===== src/rtl/simon_display_ctrl_pkg.sv =====
// Shared types and constants for the Simon display sequencer.
package simon_display_ctrl_pkg;

  localparam int unsigned DIGIT_W = 4;
  localparam int unsigned COLOR_W = 3;
  localparam int unsigned FRAME_W = 8;
  localparam int unsigned BLINK_W = 4;

  localparam logic [COLOR_W-1:0] COLOR_IDLE_BG = 3'b000;
  localparam logic [COLOR_W-1:0] COLOR_OVER    = 3'b100;

  typedef enum logic [2:0] {
    ST_IDLE      = 3'd0,
    ST_FLASH_ON  = 3'd1,
    ST_FLASH_GAP = 3'd2,
    ST_OVER_ON   = 3'd3,
    ST_OVER_OFF  = 3'd4
  } state_t;

endpackage


===== src/rtl/simon_display_ctrl_bcd2_counter.sv =====
// Two-digit BCD counter with synchronous clear and saturation at 99.
module bcd2_counter
  import simon_display_ctrl_pkg::*;
(
  input  logic               clk,
  input  logic               rst_n,
  input  logic               inc,
  input  logic               clr,
  output logic [DIGIT_W-1:0] d10,
  output logic [DIGIT_W-1:0] d01
);

  always_ff @(posedge clk or negedge rst_n) begin
    if (!rst_n) begin
      d10 <= '0;
      d01 <= '0;
    end else if (clr) begin
      d10 <= '0;
      d01 <= '0;
    end else if (inc && !(d10 == 4'd9 && d01 == 4'd9)) begin
      if (d01 == 4'd9) begin
        d01 <= '0;
        d10 <= d10 + 4'd1;
      end else begin
        d01 <= d01 + 4'd1;
      end
    end
  end

endmodule


===== src/rtl/simon_display_ctrl.sv =====
// Simon display sequencer: level/max-score BCD digits, colour flashes and game-over blink.
module simon_display_ctrl
  import simon_display_ctrl_pkg::*;
#(
  parameter int unsigned         ON_FRAMES   = 30,
  parameter int unsigned         GAP_FRAMES  = 10,
  parameter int unsigned         OVER_BLINKS = 3,
  parameter logic [COLOR_W-1:0]  OVER_COLOR  = COLOR_OVER,
  parameter logic [COLOR_W-1:0]  IDLE_BG     = COLOR_IDLE_BG
) (
  input  logic               clk,
  input  logic               rst_n,
  input  logic               frame_tick,
  input  logic               new_game,
  input  logic               level_up,
  input  logic               game_over,
  input  logic               show_req,
  input  logic [COLOR_W-1:0] show_color,
  output logic [DIGIT_W-1:0] level_10,
  output logic [DIGIT_W-1:0] level_01,
  output logic [DIGIT_W-1:0] max_score_10,
  output logic [DIGIT_W-1:0] max_score_01,
  output logic [COLOR_W-1:0] bg,
  output logic               busy,
  output logic               show_done
);

  localparam logic [FRAME_W-1:0] ON_LAST    = FRAME_W'(ON_FRAMES - 1);
  localparam logic [FRAME_W-1:0] GAP_LAST   = FRAME_W'(GAP_FRAMES - 1);
  localparam logic [BLINK_W-1:0] BLINK_LAST = BLINK_W'(OVER_BLINKS - 1);

  state_t             state, state_next;
  logic [FRAME_W-1:0] frame_cnt;
  logic [BLINK_W-1:0] blinks, blinks_next;
  logic [COLOR_W-1:0] color_q, color_next;
  logic [COLOR_W-1:0] bg_next;
  logic               enter, busy_next, done_next;
  logic               level_inc, max_load;

  assign level_inc = level_up && !new_game && !game_over;
  assign max_load  = game_over && !new_game &&
                     ({level_10, level_01} > {max_score_10, max_score_01});

  bcd2_counter u_level (
    .clk   (clk),
    .rst_n (rst_n),
    .inc   (level_inc),
    .clr   (new_game),
    .d10   (level_10),
    .d01   (level_01)
  );

  always_ff @(posedge clk or negedge rst_n) begin
    if (!rst_n) begin
      max_score_10 <= '0;
      max_score_01 <= '0;
    end else if (max_load) begin
      max_score_10 <= level_10;
      max_score_01 <= level_01;
    end
  end

  // Outputs are registered from the next-state decode so bg/busy track state exactly.
  always_ff @(posedge clk or negedge rst_n) begin
    if (!rst_n) begin
      state     <= ST_IDLE;
      frame_cnt <= '0;
      blinks    <= '0;
      color_q   <= IDLE_BG;
      bg        <= IDLE_BG;
      busy      <= 1'b0;
      show_done <= 1'b0;
    end else begin
      state     <= state_next;
      blinks    <= blinks_next;
      color_q   <= color_next;
      bg        <= bg_next;
      busy      <= busy_next;
      show_done <= done_next;
      if (enter)
        frame_cnt <= '0;
      else if (frame_tick)
        frame_cnt <= frame_cnt + 8'd1;
    end
  end

  always_comb begin
    state_next  = state;
    blinks_next = blinks;
    color_next  = color_q;
    enter       = 1'b0;
    done_next   = 1'b0;
    if (new_game) begin
      state_next = ST_IDLE;
      enter      = 1'b1;
    end else if (game_over) begin
      state_next  = ST_OVER_ON;
      blinks_next = '0;
      enter       = 1'b1;
    end else begin
      case (state)
        ST_IDLE: begin
          if (show_req) begin
            state_next = ST_FLASH_ON;
            color_next = show_color;
            enter      = 1'b1;
          end
        end
        ST_FLASH_ON: begin
          if (frame_tick && frame_cnt == ON_LAST) begin
            state_next = ST_FLASH_GAP;
            enter      = 1'b1;
          end
        end
        ST_FLASH_GAP: begin
          if (frame_tick && frame_cnt == GAP_LAST) begin
            state_next = ST_IDLE;
            done_next  = 1'b1;
            enter      = 1'b1;
          end
        end
        ST_OVER_ON: begin
          if (frame_tick && frame_cnt == ON_LAST) begin
            state_next = ST_OVER_OFF;
            enter      = 1'b1;
          end
        end
        ST_OVER_OFF: begin
          if (frame_tick && frame_cnt == ON_LAST) begin
            state_next  = (blinks < BLINK_LAST) ? ST_OVER_ON : ST_IDLE;
            blinks_next = blinks + 4'd1;
            enter       = 1'b1;
          end
        end
        default: begin
          state_next = ST_IDLE;
          enter      = 1'b1;
        end
      endcase
    end

    busy_next = (state_next != ST_IDLE);
    case (state_next)
      ST_FLASH_ON: bg_next = color_next;
      ST_OVER_ON:  bg_next = OVER_COLOR;
      default:     bg_next = IDLE_BG;
    endcase
  end

endmodule


===== config.mk =====
export PLATFORM = sky130hd
export DESIGN_NAME = simon_display_ctrl
export DESIGN_NICKNAME = d
export VERILOG_FILES = /design/src/rtl/simon_display_ctrl_pkg.sv /design/src/rtl/simon_display_ctrl_bcd2_counter.sv /design/src/rtl/simon_display_ctrl.sv
export SDC_FILE = /design/constraint.sdc
export NUM_CORES = 1
export LEC_CHECK = 0
export BUFFER_PORTS_ARGS = -buffer_cell sky130_fd_sc_hd__buf_2
export CORE_MARGIN = 2
export CORE_UTILIZATION = 52
export CTS_CLUSTER_DIAMETER = 60
export DETAILED_ROUTE_END_ITERATION = 8
export PLACE_DENSITY = 0.73
export SLEW_MARGIN = 20
export SYNTH_ARGS = -nofsm -noshare
export SYNTH_HDL_FRONTEND = slang
export SYNTH_SLANG_ARGS = --single-unit

===== constraint.sdc =====
create_clock -name clk -period 2.9 [get_ports clk]
set_input_delay 0.58 -clock clk [delete_from_list [all_inputs] [get_ports clk]]
set_output_delay 0.58 -clock clk [all_outputs]
set_load 0.05 [all_outputs]

### Word level (Yosys, flattened, before mapping)

Index checks and enable logic that the tools add are counted.

| operators by class | value |
|---|---|
| $add $sub $neg | 4 |
| $lt $le $gt $ge | 2 |
| equal/unequal tests | 10 |
| multiplexer cells | 34 |
| bitwise gates (word level) | 1 |
| reduce and logical (&&, ||, !) cells | 21 |

Operators by type and width:

| kind | number |
|---|---|
| $mux 4 | 9 |
| $mux 3 | 11 |
| $mux 8 | 2 |
| $pmux 3 s5 | 1 |
| $add 4x1->4 const B | 3 |
| $reduce_bool 2->1 | 5 |
| $eq 3x2->1 const B | 3 |
| $add 8x1->8 const B | 1 |
| $eq 4x4->1 const B | 2 |
| $eq 8x4->1 const B | 1 |
| $eq 8x5->1 const B | 1 |
| $gt 8x8->1 | 1 |
| $logic_and 1x1->1 | 8 |
| $mux 1 | 8 |
| $eq 3x1->1 const B | 2 |
| $pmux 3 s2 | 1 |
| $lt 4x2->1 const B | 1 |
| $eq 3x3->1 const B | 1 |
| $logic_not 1->1 | 3 |
| $logic_not 3->1 | 1 |
| $pmux 1 s3 | 1 |
| $reduce_and 3->1 | 1 |
| $reduce_bool 3->1 | 1 |
| $reduce_or 3->1 | 1 |
| 3 further kinds | 3 |

| storage, ports and cells | value |
|---|---|
| register bits | 39 |
| logic and storage cells | 83 |

### Logic depth before layout (Yosys ltp)

Gate-level depths: netlist (run 1).

| logic depth | value |
|---|---|
| word-level depth | 8 |
| gate-level depth with buffers | 7 |

### Modules after synthesis

From an unflattened synthesis (run 1), not the netlist that was laid out.

| unflattened totals | value |
|---|---|
| cell total of the unflattened synthesis | 207 |
| area total of the unflattened synthesis | 2243.4 um2 |

By module, submodules not included:

| module | instances | cells each | area each (um2) | sequential area each (um2) |
|---|---|---|---|---|
| simon_display_ctrl | 1 | 161 | 1764.2 | 775.7 |
| bcd2_counter | 1 | 46 | 479.2 | 200.2 |

### Worst setup path before layout (run 1)

OpenSTA, ideal clock, no wires.

| timing path | value |
|---|---|
| path type | register to register |
| from | reg max_score_10[3] |
| to | reg max_score_01[0] |
| arrival time | 2.195 ns |
| required time | 2.775 ns |
| path slack | 0.581 ns |
| stages on the path, launching flop included | 7 |
| buffers on the path | 0 |
| path through | dfrtp_1 > inv_1 > ha_1 > a21oi_1 > o21ai_0 > o311ai_2 > mux2_2 |

| between the ends | value |
|---|---|
| longest elaborated chain between the ends | 2 |

Ends and longest elaborated chain:

| what | RTL line | source |
|---|---|---|
| start, declared | simon_display_ctrl.sv:21 | `output logic [DIGIT_W-1:0] max_score_10,` |
| start signal, assigned | simon_display_ctrl.sv:58 | `max_score_10 <= level_10;` |
| $gt 8x8->1 | simon_display_ctrl.sv:42 | `({level_10, level_01} > {max_score_10, max_score_01});` |
| $logic_and 1x1->1 | simon_display_ctrl.sv:41 | `assign max_load = game_over && !new_game &&` |
| end signal, assigned | simon_display_ctrl.sv:59 | `max_score_01 <= level_01;` |
| end, declared | simon_display_ctrl.sv:22 | `output logic [DIGIT_W-1:0] max_score_01,` |

No other way between the ends.
A chain may end at the register's enable or synchronous reset.

### Worst setup path in the final report (run 1)

| timing path | value |
|---|---|
| from | reg u_level.d10[3] |
| to | reg max_score_01[2] |

| between the ends | value |
|---|---|
| longest elaborated chain between the ends | 2 |

Ends and longest elaborated chain:

| what | RTL line | source |
|---|---|---|
| start, declared | simon_display_ctrl_bcd2_counter.sv:9 | `output logic [DIGIT_W-1:0] d10,` |
| start signal, assigned | simon_display_ctrl_bcd2_counter.sv:23 | `d10 <= d10 + 4'd1;` |
| $gt 8x8->1 | simon_display_ctrl.sv:42 |  |
| $logic_and 1x1->1 | simon_display_ctrl.sv:41 |  |

No other way between the ends.

==> results_dict.tcl, run 1 <==
set metrics [dict create \
    result_of_the_run "complete, no violations" \
    netlist.area_leader.share_pct 43.1 \
    drive_above_1_share_pct 22.8 \
    synth_top_family_by_area "simple AND/OR/NAND/NOR gates" \
    max-slew-margin-rel_pct 43.8 \
    routed_wirelength_normalized_by_instance_count_um 14.3 \
    htree_num_levels 2 \
    starting_density_pct 55.4 \
    synthMostInstantiatedCell "sky130_fd_sc_hd__dfrtp_1" \
    ys_seq_area_share_pct 43.1 \
    fmaxAchievable_ghz 0.449 \
    crit_path_max_incr_delay_ps 640 \
    clkSlewWorstSetupHoldPaths_ps 80 \
    ys_dominant_reg_cell "sky130_fd_sc_hd__dfrtp_1" \
    timing.final.crit_period_ps 2230 \
    dr.pass1.iters 4 \
    core_um2 4090 \
    design.portCount 31 \
    area_delta_synth_final_pct 12.3 \
    synth_area_leaders "sky130_fd_sc_hd__dfrtp_1, sky130_fd_sc_hd__ha_1, sky130_fd_sc_hd__mux2_2" \
    io_buffer_count 30 \
    synthXorXnorAreaFrac_pct 3.48 \
    routed-via-count 1732 \
    maximum_resistive_drop_on_vdd_uv 291 \
    detail_route.iter0.violations 67 \
    min-delay-path-class "input port to async pin" \
    layout_worst_path_cycle_share_pct 76.9 \
    grt_max_degree 40 \
    postSynthNetCount 244 \
    die_h_um 70.0 \
    synth_seq_cells 39 \
    synth_fa_ha_area_share_pct 8.29 \
    cts_hold_repair.buffers 0 \
    timing.critical_path.cells "ha_1, a21oi_1, o21ai_0, o311ai_2, mux2_2" \
    cts_max_path_buffers 2 \
    share_seq_of_total_power_pct 41.7 \
    postCtsResizedCells 0 \
    wp_data_required_ps 3080 \
    worst_skew_pair.late_latency_ps 290 \
    setup_viol 0 \
    antenna_violations_before_repair 0 \
    timing_max_transition_violations_final 0 \
    die-area_um2 4900 \
    unrepaired_setup_endpoints_after_global_routing "false" \
    routed_vias_inst 5.77 \
    p_per_area_nw_per_um2 600 \
    hold-worst-slack_ps 382 \
    detailedPlacementHpwl_mm 3.14 \
    ys_warn_count 0 \
    netlist_instances 219 \
    cts_post_setup_buffers_inserted 0 \
    grt_overflow 0 \
    setup.worst_path.start_class "register" \
    route.detailed.drc 0 \
    grt_first_pass_wirelength_mm 7.43 \
    postSynth.asyncResetShare_pct 100 \
    setup_tns_ps 0 \
    final-hold-violation-count 0 \
    fp-row-count 23 \
    max_cap_viol_count 0 \
    clock_power_share_pct 30.6 \
    timing.critical_path.buf_inv 0 \
    synth_commonest_cells "sky130_fd_sc_hd__dfrtp_1, sky130_fd_sc_hd__inv_1, sky130_fd_sc_hd__ha_1, sky130_fd_sc_hd__a21oi_1, sky130_fd_sc_hd__nand2_1" \
    clock-sinks 39 \
    syn_avg_cell_area_um2 10.3 \
    power_switching_share_pct 33.6 \
    gpl.final_weighted_congestion 0.786 \
    cts_made_buffers 5 \
    worst_ep_arrival_time_ps 2410 \
    synth_edf_count 0 \
    cts_root_buffer "sky130_fd_sc_hd__clkbuf_8" \
    track_usage_pct 18.8 \
    finClkSkew_ps 10.7 \
    insertedDiodeCount 0 \
    synth_area_um2 2260 \
    critical_path.endpoint_type "register" \
    power.switching_uw 512 \
    cell_internal_pwr_uw 1010 \
    die_width_um 70.0 \
    power.combinational.fraction_pct 27.7 \
    timing.setup.critical_path_class "register to register" \
    synth_compound_gate_area_share_pct 12.8 \
    synthDistinctLibCells 52 \
    cp_slowest_cell "sky130_fd_sc_hd__o311ai_2" \
    post_synth_and_or_nand_nor_area_fraction_pct 23.1 \
    synth_largest_area_cell "sky130_fd_sc_hd__dfrtp_1" \
    first_global_vias 1670 \
    fin_nets 274 \
    tritoncts "done" \
    p_leak_uw 0.00121 \
    antenna_violating_nets_post_route 0 \
    post_synth_mux_area_share_pct 4.31 \
    wire_length_reported_by_the_detailed_router_mm 4.30 \
    worstMarginPinSlew_ps 842 \
    worst-path-max-fanout 8 \
    cpLargestDelayFamily "compound AO/OA/AOI/OAI gates" \
]
cell type report:
class	count	area (um^2)
clock buffers	6	82.6
well taps	50	62.6
fillers	353	1550
repair buffers	30	150
multi-input cells	157	1170
flip-flops and latches	39	976
clock inverters	2	35.0
inverters	16	60.1
state kept, by name, summed over array words and instances, names as in the netlist:
signal	cells
bg	3
blinks	4
busy	1
color_q	3
frame_cnt	8
max_score_01	4
max_score_10	4
show_done	1
state	3
u_level.d01	4
u_level.d10	4
through the flow:
stage / utilization, % / std cells / instance area (um^2) / worst slack [ps] / power, uW
2_1_floorplan: - / 219 / 2260 / 581 / 976
3_3_place_gp: 59.3 / 292 / 2420 / 707 / 1070
3_5_place_dp: 59.3 / 292 / 2420 / 634 / 1070
4_1_cts: 62.2 / 300 / 2540 / 627 / 1550
5_1_grt: 62.2 / 300 / 2540 / 504 / 1610
6_report: 62.2 / 300 / 2540 / 671 / 1520
cells in the final DEF, fill, tap and decap left out, types with 2 or more instances in the layout:
cell type and n:
sky130_fd_sc_hd__a31oi_1 2, sky130_fd_sc_hd__inv_1 16, sky130_fd_sc_hd__nor2_1 6, sky130_fd_sc_hd__nor2b_1 2, sky130_fd_sc_hd__buf_2 30, sky130_fd_sc_hd__a21boi_0 2, sky130_fd_sc_hd__nand4_1 7, sky130_fd_sc_hd__clkbuf_8 6
sky130_fd_sc_hd__mux2_2 6, sky130_fd_sc_hd__nand2_1 11, sky130_fd_sc_hd__or2_2 2, sky130_fd_sc_hd__a211oi_1 2, sky130_fd_sc_hd__dfrtp_1 39, sky130_fd_sc_hd__o21ai_0 10, sky130_fd_sc_hd__nand3b_1 2, sky130_fd_sc_hd__ha_1 15
sky130_fd_sc_hd__o32ai_1 2, sky130_fd_sc_hd__mux2i_1 3, sky130_fd_sc_hd__nor3_1 9, sky130_fd_sc_hd__or3_1 8, sky130_fd_sc_hd__nor4_1 4, sky130_fd_sc_hd__and3_1 4, sky130_fd_sc_hd__or3_2 2, sky130_fd_sc_hd__nand2b_1 2
sky130_fd_sc_hd__nand3_1 8, sky130_fd_sc_hd__xor2_1 7, sky130_fd_sc_hd__xnor2_1 2, sky130_fd_sc_hd__nor4b_1 3, sky130_fd_sc_hd__a21o_1 3, sky130_fd_sc_hd__a21oi_1 11, sky130_fd_sc_hd__or4b_1 2
worst paths after layout:
kind | startpoint | end | slack (ps) | cells past startpoint
setup / recovery | u_level.d10[3] | max_score_01[2] | 670 | 5
hold / removal | rst_n | max_score_10[0] | 380 | 1
setup reg to reg | u_level.d10[3] | max_score_01[2] | 670 | 5
hold reg to reg | color_q[2] | color_q[2] | 490 | 1
max in group asynchronous | rst_n | frame_cnt[6] | 1980 | 1
min in group clk | color_q[2] | color_q[2] | 490 | 1
power by group through the flow:
stage          clock network (uW)  registers [uW]  logic, uW
6_report                      466             636        423
2_1_floorplan                   0             774        203
3_5_place_dp                    0             647        425
5_1_grt                       508             643        459
4_1_cts                       482             636        428
3_3_place_gp                    0             644        422
cells by family (layout without fill, tap and decap cells):
family / count (synthesis) / in the layout
fa+ha+maj: 15 / 15
compound gates: 41 / 41
xor+xnor: 9 / 9
buf+inv: 23 / 54
flops: 39 / 39
mux: 9 / 9
simple gates: 83 / 83
per-layer routing:
layer	vias up	part of all wire (%)	track usage, %
met5	-	0	0
met4	0	1.1	6.20
met3	6	4.0	4.91
met2	40	51	32.2
met1	822	44	22.9
li1	864	-	-
Note: power is estimated with default switching activity, not from simulation.
==> run 2, diff against run 1 <==
==> constraint.sdc (replaced) <==
create_clock -name clk -period 2.1 [get_ports clk]
set_input_delay 0.42 -clock clk [delete_from_list [all_inputs] [get_ports clk]]
set_output_delay 0.42 -clock clk [all_outputs]
set_load 0.05 [all_outputs]
==> run 2 against run 1 <==
  * Combinational power increased by 56%
  * Worst hold slack got worse by 370 ps
  * Wire length increased by 9.1%
  * Clock skew decreased by 4.2 ps
  * Via count increased by 6.1%
  * First-iteration DRC count increased by 46%
  * Sequential share of layout area decreased by 2.0 points
  * Highest routed layer unchanged
  * Non-clock buffer count increased by 22
==> results_dict.tcl, run 2 (synthesized netlist as in run 1, its figures left out) <==
set metrics [dict create \
    wp_data_required_ps 2280 \
    fp-row-count 23 \
    setup_viol 0 \
    mostFrequentLayoutCells "sky130_fd_sc_hd__dfrtp_1, sky130_fd_sc_hd__buf_2, sky130_fd_sc_hd__buf_4" \
    fin_nets 296 \
    reg2reg_from "state[1]" \
    layout_worst_path_cycle_share_pct 92.9 \
    worst-r2r-cell-count 4 \
    timing_max_transition_violations_final 0 \
    ff_latch_area_um2 987 \
    grt_overflow 0 \
    max_flop_register "frame_cnt" \
    cts_max_path_buffers 2 \
    grt_first_pass_wirelength_mm 8.54 \
    gpl.final_weighted_congestion 0.818 \
    p_leak_uw 0.00130 \
    largest_register_ffs 8 \
    p_per_area_nw_per_um2 758 \
    drive_above_1_share_pct 32.4 \
    fmaxAchievable_ghz 0.512 \
    result_of_the_run "complete, no violations" \
    pre_cts_ws_ps 81.2 \
    routed-via-count 1838 \
    fillCellCount 344 \
    timing.critical_path.buf_inv 0 \
    die_width_um 70.0 \
    htree_num_levels 2 \
    cpLargestDelayFamily "simple AND/OR/NAND/NOR gates" \
    routed_wirelength_normalized_by_instance_count_um 14.6 \
    track_usage_pct 21.5 \
    cts_root_buffer "sky130_fd_sc_hd__clkbuf_8" \
    tritoncts "done" \
    detailedPlacementHpwl_mm 3.66 \
    starting_density_pct 55.4 \
    cp_slowest_cell "sky130_fd_sc_hd__or4b_2" \
    min-delay-path-class "input port to async pin" \
    area_delta_synth_final_pct 19.7 \
    multiInputGateArea_um2 1190 \
    setup_ws_ps 148 \
    die_h_um 70.0 \
    critical_path.endpoint_type "register" \
    timing.critical_path.cells "or4b_2, a21oi_1, o32ai_1, nor4_1" \
    core_um2 4090 \
    cts_post_setup_buffers_inserted 0 \
    rr_endpoint "bg[1]" \
    insertedDiodeCount 0 \
    unrepaired_setup_endpoints_after_global_routing "false" \
    worstMarginPinSlew_ps 497 \
    maximum_resistive_drop_on_vdd_uv 406 \
    worst_ep_arrival_time_ps 2140 \
    detail_route.iter0.violations 98 \
    io_buffer_count 30 \
    antenna_violations_before_repair 0 \
    first_global_vias 1920 \
    max-slew-margin-rel_pct 66.7 \
    finClkSkew_ps 6.54 \
    final-hold-violation-count 0 \
    die-area_um2 4900 \
    worst-r2r-setup-slack_ps 150 \
    routed_vias_inst 5.71 \
    setup.worst_path.start_class "register" \
    worst_skew_pair.late_latency_ps 300 \
    timing.setup.critical_path_class "register to register" \
    wire_length_reported_by_the_detailed_router_mm 4.69 \
    cts_hold_repair.buffers 0 \
    cts_made_buffers 5 \
    crit_path_max_incr_delay_ps 690 \
    clock-sinks 39 \
    route.detailed.drc 0 \
    timing.final.crit_period_ps 1950 \
    grt_max_degree 16 \
    setup_tns_ps 0 \
    worst-path-max-fanout 9 \
    dr.pass1.iters 4 \
    clkSlewWorstSetupHoldPaths_ps 70 \
    design.portCount 31 \
    max_cap_viol_count 0 \
    antenna_violating_nets_post_route 0 \
]
## run 2: cell count changes in the layout (fill, tap and decap cells not counted), sizes merged
cell	delta
buf	+22
bufinv	-1
clkbuf	+1
## run 2: how the worst max path moves through the flow
stage	cells past startpoint	start	end	slack [ps]
2_1_floorplan	6	max_score_01[1]	max_score_01[2]	6
3_3_place_gp	6	frame_cnt[1]	state[1]	140
3_5_place_dp	6	frame_cnt[1]	bg[1]	80
4_1_cts	6	frame_cnt[1]	bg[1]	60
5_1_grt	6	u_level.d10[1]	max_score_01[0]	30
6_report	4	state[1]	bg[1]	150
## run 2: what timing repair did
action | 4_1_cts | 5_1_grt
endpoints found under the hold margin | 0 | 0
endpoints found under the setup margin | 0 | 4
resized for setup | 0 | 2
## run 2: cell type report
type | count | area share, %
tap | 50 | 2.31
multi-input combinational | 157 | 43.9
inverter | 16 | 2.22
clock buffer | 7 | 3.19
clock inverter | 1 | 0.185
sequential | 39 | 36.4
timing repair buffer | 52 | 11.8
## run 2: metrics by stage
step	utilization [%]	total power [uW]	cells	instance area [um^2]	hold slack, ps
floorplan	-	1370	219	2280	124
CTS	66.1	2070	322	2700	9.35
global route	66.3	2170	322	2710	24.5
finish	66.3	2050	322	2710	15.1
detailed placement	63.9	1550	314	2610	335
global placement	63.9	1530	314	2610	332
## run 2: report_power, final
part | switching [uW] | total (uW) | internal (uW)
Combinational | 430 | 661 | 230
Sequential | 43.4 | 870 | 827
Clock | 257 | 521 | 265
## run 2: layer usage
layer,vias up,track usage [%],routed length (um)
li1,903,-,-
met1,888,25.5,2010
met2,39,37.8,2410
met3,8,5.34,199
met4,0,7.48,78
met5,-,0,0
